$ cat config.mk
export PLATFORM = sky130hd
export DESIGN_NAME = onoff_switch_bank
export DESIGN_NICKNAME = d
export VERILOG_FILES = /design/src/rtl/onoff_switch_bank_pkg.sv /design/src/rtl/onoff_debounce.sv /design/src/rtl/onoff_switch_bank.sv
export SDC_FILE = /design/constraint.sdc
export NUM_CORES = 1
export LEC_CHECK = 0
export CAP_MARGIN = 5
export CORE_MARGIN = 3
export CORE_UTILIZATION = 45
export DETAILED_ROUTE_END_ITERATION = 12
export HOLD_SLACK_MARGIN = 0.12
export SLEW_MARGIN = 20
export SYNTH_ARGS = -nofsm -noshare
export SYNTH_HDL_FRONTEND = slang
export SYNTH_SLANG_ARGS = --single-unit
$ cat constraint.sdc
create_clock -name CLK -period 6.8 [get_ports CLK]
set_clock_uncertainty 0.05 [all_clocks]
set_input_delay 0.68 -clock CLK [delete_from_list [all_inputs] [get_ports CLK]]
set_output_delay 0.68 -clock CLK [all_outputs]
set_load 0.005 [all_outputs]
$ cat src/rtl/onoff_switch_bank_pkg.sv
// Shared definitions for the on/off switch bank: per-channel mode codes
// and a helper that sizes the debounce counter.
package onoff_switch_bank_pkg;

  typedef enum logic [1:0] {
    MODE_TOGGLE = 2'b00,
    MODE_MOMENT = 2'b01,
    MODE_AUTO   = 2'b10,
    MODE_DIS    = 2'b11
  } mode_e;

  // Counter width able to hold 0..n-1, never narrower than one bit.
  function automatic int deb_cnt_w(input int n);
    return (n > 1) ? $clog2(n) : 1;
  endfunction

endpackage

$ cat src/rtl/onoff_debounce.sv
// One switch channel front end: 2-flop synchroniser, debounce, press-edge detect.
// Latency: input stable before edge 0 -> deb high at edge DEB_CYCLES+1, press in that cycle.
// No backpressure; press is a single-cycle combinational pulse off registered state.
module onoff_debounce
  import onoff_switch_bank_pkg::*;
#(
  parameter int DEB_CYCLES = 4
) (
  input  logic CLK,
  input  logic RESET,
  input  logic sw_raw,
  output logic deb,
  output logic press
);

  localparam int CW = deb_cnt_w(DEB_CYCLES);

  logic          s1;
  logic          s2;
  logic          deb_d;
  logic [CW-1:0] cnt;

  // Synchronise the raw level, then accept a new level only after it has
  // differed from the debounced level for DEB_CYCLES consecutive samples.
  always_ff @(posedge CLK) begin
    if (RESET) begin
      s1    <= 1'b0;
      s2    <= 1'b0;
      deb   <= 1'b0;
      deb_d <= 1'b0;
      cnt   <= '0;
    end else begin
      s1    <= sw_raw;
      s2    <= s1;
      deb_d <= deb;
      if (s2 == deb) begin
        cnt <= '0;
      end else if (cnt == CW'(DEB_CYCLES - 1)) begin
        deb <= s2;
        cnt <= '0;
      end else begin
        cnt <= cnt + CW'(1);
      end
    end
  end

  assign press = deb & ~deb_d;

endmodule

$ cat src/rtl/onoff_switch_bank.sv
// N_CH independent switch channels, each giving a registered ON/OFF run enable.
// Latency: ONOFF responds one edge after the debounced press (DEB_CYCLES+2 edges from the switch).
// No backpressure; FORCE_OFF and RESET override every channel unconditionally.
module onoff_switch_bank
  import onoff_switch_bank_pkg::*;
#(
  parameter int N_CH       = 4,
  parameter int DEB_CYCLES = 4,
  parameter int TIMEOUT_W  = 16
) (
  input  logic                 CLK,
  input  logic                 RESET,
  input  logic [N_CH-1:0]      SW_IN,
  input  logic [2*N_CH-1:0]    MODE,
  input  logic [TIMEOUT_W-1:0] TIMEOUT,
  input  logic                 FORCE_OFF,
  output logic [N_CH-1:0]      ONOFF,
  output logic [N_CH-1:0]      EXPIRED
);

  genvar i;
  generate
    for (i = 0; i < N_CH; i++) begin : g_ch
      logic                 deb;
      logic                 press;
      mode_e                mode_cur;
      mode_e                mode_q;
      logic [TIMEOUT_W-1:0] timer;
      logic                 on_q;
      logic                 exp_q;
      logic                 at_limit;

      onoff_debounce #(
        .DEB_CYCLES(DEB_CYCLES)
      ) u_deb (
        .CLK    (CLK),
        .RESET  (RESET),
        .sw_raw (SW_IN[i]),
        .deb    (deb),
        .press  (press)
      );

      assign mode_cur = mode_e'(MODE[2*i +: 2]);

      // Expire when this cycle would be the TIMEOUT-th ON cycle; compared with
      // one extra bit so a timer at full scale cannot wrap past the limit.
      assign at_limit = (TIMEOUT != '0) &&
                        (({1'b0, timer} + {{TIMEOUT_W{1'b0}}, 1'b1}) >= {1'b0, TIMEOUT});

      // Per-channel state: FORCE_OFF, then disable, then press, then expiry.
      always_ff @(posedge CLK) begin
        if (RESET) begin
          on_q   <= 1'b0;
          exp_q  <= 1'b0;
          timer  <= '0;
          mode_q <= MODE_TOGGLE;
        end else begin
          mode_q <= mode_cur;
          exp_q  <= 1'b0;
          if (FORCE_OFF) begin
            on_q  <= 1'b0;
            timer <= '0;
          end else begin
            case (mode_cur)
              MODE_MOMENT: begin
                on_q  <= deb;
                timer <= '0;
              end
              MODE_TOGGLE: begin
                if (press) on_q <= ~on_q;
                timer <= '0;
              end
              MODE_AUTO: begin
                if (press) begin
                  // Early press while ON turns off without EXPIRED, even if
                  // the timeout would have hit in this same cycle.
                  on_q  <= ~on_q;
                  timer <= '0;
                end else if (on_q && (mode_q != MODE_AUTO)) begin
                  // Arriving in auto-off while already ON restarts the count.
                  timer <= '0;
                end else if (on_q && at_limit) begin
                  on_q  <= 1'b0;
                  exp_q <= 1'b1;
                  timer <= '0;
                end else if (on_q) begin
                  timer <= timer + {{(TIMEOUT_W-1){1'b0}}, 1'b1};
                end else begin
                  timer <= '0;
                end
              end
              default: begin
                on_q  <= 1'b0;
                timer <= '0;
              end
            endcase
          end
        end
      end

      assign ONOFF[i]   = on_q;
      assign EXPIRED[i] = exp_q;
    end
  endgenerate

endmodule
==> results.cfg <==
[run_status]
status = completed

[cells_and_area]
antenna_cells = 0
seq_area_um2 = 2080
multiInputGateArea_um2 = 3620
area_growth_pct = 12.7
drive_gt1_frac = 0.0678
nets = 762
fillers = 1171
layout_commonest_cell = dfxtp_1
mostFrequentLayoutCells = dfxtp_1 (104), ha_1 (72), nor2b_1 (54), xnor2_1 (41)

[timing]
tns_ns = 0
fin_crit_sh = 0.497
rsz0062_at_grt = false
report.final.slew_viol_count = 0
tightest_slew_ns = 0.820
fmax_ghz = 0.296
whs_ns = 0.370
finalHoldViolCount = 0
setup_viol = 0
fin_crit_ns = 3.38
max_slew_margin = 0.452

[global_routing]
grt_pass1_vias = 4399
grtUsageTotal = 0.189
grt_pass1_wl_um = 22000
overflow = 0
grt_max_degree = 31
antenna_found_initial = 0

[setup_path]
cpPeakStageDelay_ns = 0.49
cp-end-kind = flop
critical_path.cell_chain = ha_1, nand3_1, nor3_2, and3_1, xor2_1, ha_1, nand4_1, nor4_1, a211o_1, o211ai_1, nand3_1, nor2b_1
critical_path_arrival_ns = 3.60
crit_slowest_cell = nand3_1
worstPathMaxFanout = 16
required_ns = 7.02
cp-start-kind = flop
critPathKind = flop to flop

[clock_tree]
cts_setup_buffers = 0
h-tree-depth = 3
cts_max_path_buffers = 2
cts_tree = built
ctsResizeCount = 0
hold_buffers = 0
clk_pin_slew_ns = 0.07
numCtsBuffers = 9
root_buffer = clkbuf_16
clk_latency_ns = 0.35
cts.sinks = 104

[pwr]
power.leakage_nw = 2.74
p_per_area_nw_per_um2 = 177
vdd_ir_drop_max_v = 0.000190

[synthesis]
syn_avg_cell_area_um2 = 9.44
yosysSeqAreaShare = 0.350
yosys.area.top_type_share = 0.350
synth_area_leaders = dfxtp_1 (35%), ha_1 (15%), xnor2_1 (6.0%)
synth_edf_count = 0
synth_fp_nets = 733
yosys_register_bits = 104
synth_ff_type = dfxtp_1
ys_types = 57
yosys_warnings = 0
synthCells = 630
synth_top_area_cell = dfxtp_1
syn_area_um2 = 5950
synthArstFlopShare = 0

[floorplanning]
coreArea_um2 = 12800
std_cell_rows = 41
die_w_um = 121
dieArea_um2 = 14600
initial_core_util = 0.466
io_pins = 39
die_h_um = 121

[routing]
vias_per_cell = 5.35
dr_total_vias = 4476
antenna_left = 0
wl_met1_um = 6260
drtIter0Drc = 173
drc = 0
wl_met2_um = 6260
wire_per_inst_um = 15.8
highest_layer = met4
dr.pass1.iters = 4
dr_wl_met3_um = 468
wirelength_um = 13200

[min_path]
hold_class = flop to flop

[place]
globalplace.congestion = 0.807
port_buffers = 38
hpwl_um = 10200

[flow_run]
maxCapViolations = 0
## where the power goes
group,internal (W),total (W),leakage (nW),switching (W)
logic,0.0000312,0.0000664,1.76,0.0000352
clock network,0.000265,0.000502,0.142,0.000238
registers,0.000614,0.000616,0.842,0.00000178
total,0.000910,0.00118,2.74,0.000275
## state kept, by name, indices dropped and copies added, names as in the netlist
name / cells
g_ch.u_deb.deb: 4
g_ch.mode_q: 8
g_ch.u_deb.deb_d: 4
g_ch.u_deb.cnt: 8
g_ch.u_deb.s1: 4
g_ch.exp_q: 4
g_ch.timer: 64
g_ch.on_q: 4
g_ch.u_deb.s2: 4
## per-stage QoR
step                cells  setup slack [ns]  area [um^2]   util  power [W]
global route          836              3.02         6710  0.525    0.00124
finish                836              3.42         6710  0.525    0.00118
detailed placement    820              3.44         6420  0.502   0.000696
floorplan             630              3.92         5950      -   0.000661
global placement      820              3.52         6420  0.502   0.000694
CTS                   836              3.39         6710  0.525    0.00120
## path summary, 6_finish.rpt
path | slack, ns | cells past startpoint | from | endpoint
worst max-delay path | 3.42 | 12 | g_ch[1].timer[0]$_SDFF_PP0_ | g_ch[1].timer[7]$_SDFF_PP0_
worst min-delay path | 0.37 | 1 | g_ch[0].u_deb.cnt[0]$_SDFF_PP0_ | g_ch[0].u_deb.cnt[0]$_SDFF_PP0_
worst max register to register | 3.42 | 12 | g_ch[1].timer[0]$_SDFF_PP0_ | g_ch[1].timer[7]$_SDFF_PP0_
worst min register to register | 0.37 | 1 | g_ch[0].u_deb.cnt[0]$_SDFF_PP0_ | g_ch[0].u_deb.cnt[0]$_SDFF_PP0_
## layer usage
| layer | track usage | vias up |
|---|---|---|
| met3 | 0.0457 | 9 |
| met4 | 0.0482 | 0 |
| met1 | 0.244 | 2138 |
| met5 | 0 | - |
| li1 | - | 2278 |
| met2 | 0.319 | 51 |
## synthesized netlist by cell type (3+ instances only)
library cell,number
nand3_1,31
and4_1,10
and2_1,3
nand2b_1,3
mux2i_1,4
nor3b_2,15
inv_1,29
xnor2_1,41
nor3_1,11
o21ai_0,10
nor4_1,5
or3_1,4
buf_4,9
clkbuf_1,5
xor2_1,20
nand2_1,33
nor3b_1,16
ha_1,72
and3_1,8
a21oi_1,29
dfxtp_1,104
buf_2,5
nor2b_1,54
nand4b_1,3
nand4_1,20
nor2_1,38
a21o_1,9
## critical path: cells and delay by family (launching register included)
kind / cells / cell delay, ns
adder cells (fa/ha/maj): 2 / 0.51
flip-flops: 1 / 0.41
AO/OA/AOI/OAI: 2 / 0.49
XOR/XNOR: 1 / 0.20
AND/OR/NAND/NOR: 7 / 1.66
## cell type report
| type | count | share of cell area |
|---|---|---|
| inverter | 29 | 0.0162 |
| clock buffer | 11 | 0.0362 |
| sequential | 104 | 0.311 |
| tap | 172 | 0.0321 |
| multi-input combinational | 476 | 0.541 |
| timing repair buffer | 39 | 0.0578 |
| clock inverter | 5 | 0.00653 |
## cell families after synthesis
logic type	after synthesis	share of synthesized area
AOI/OAI and AO/OA	70	0.0831
xor gates and xnor gates	62	0.0925
adders and majority gates	72	0.151
buffers and inverters	50	0.0408
DFF	104	0.350
muxes	4	0.00673
and+or+nand+nor	268	0.275
(Power assumes the default switching activity.)
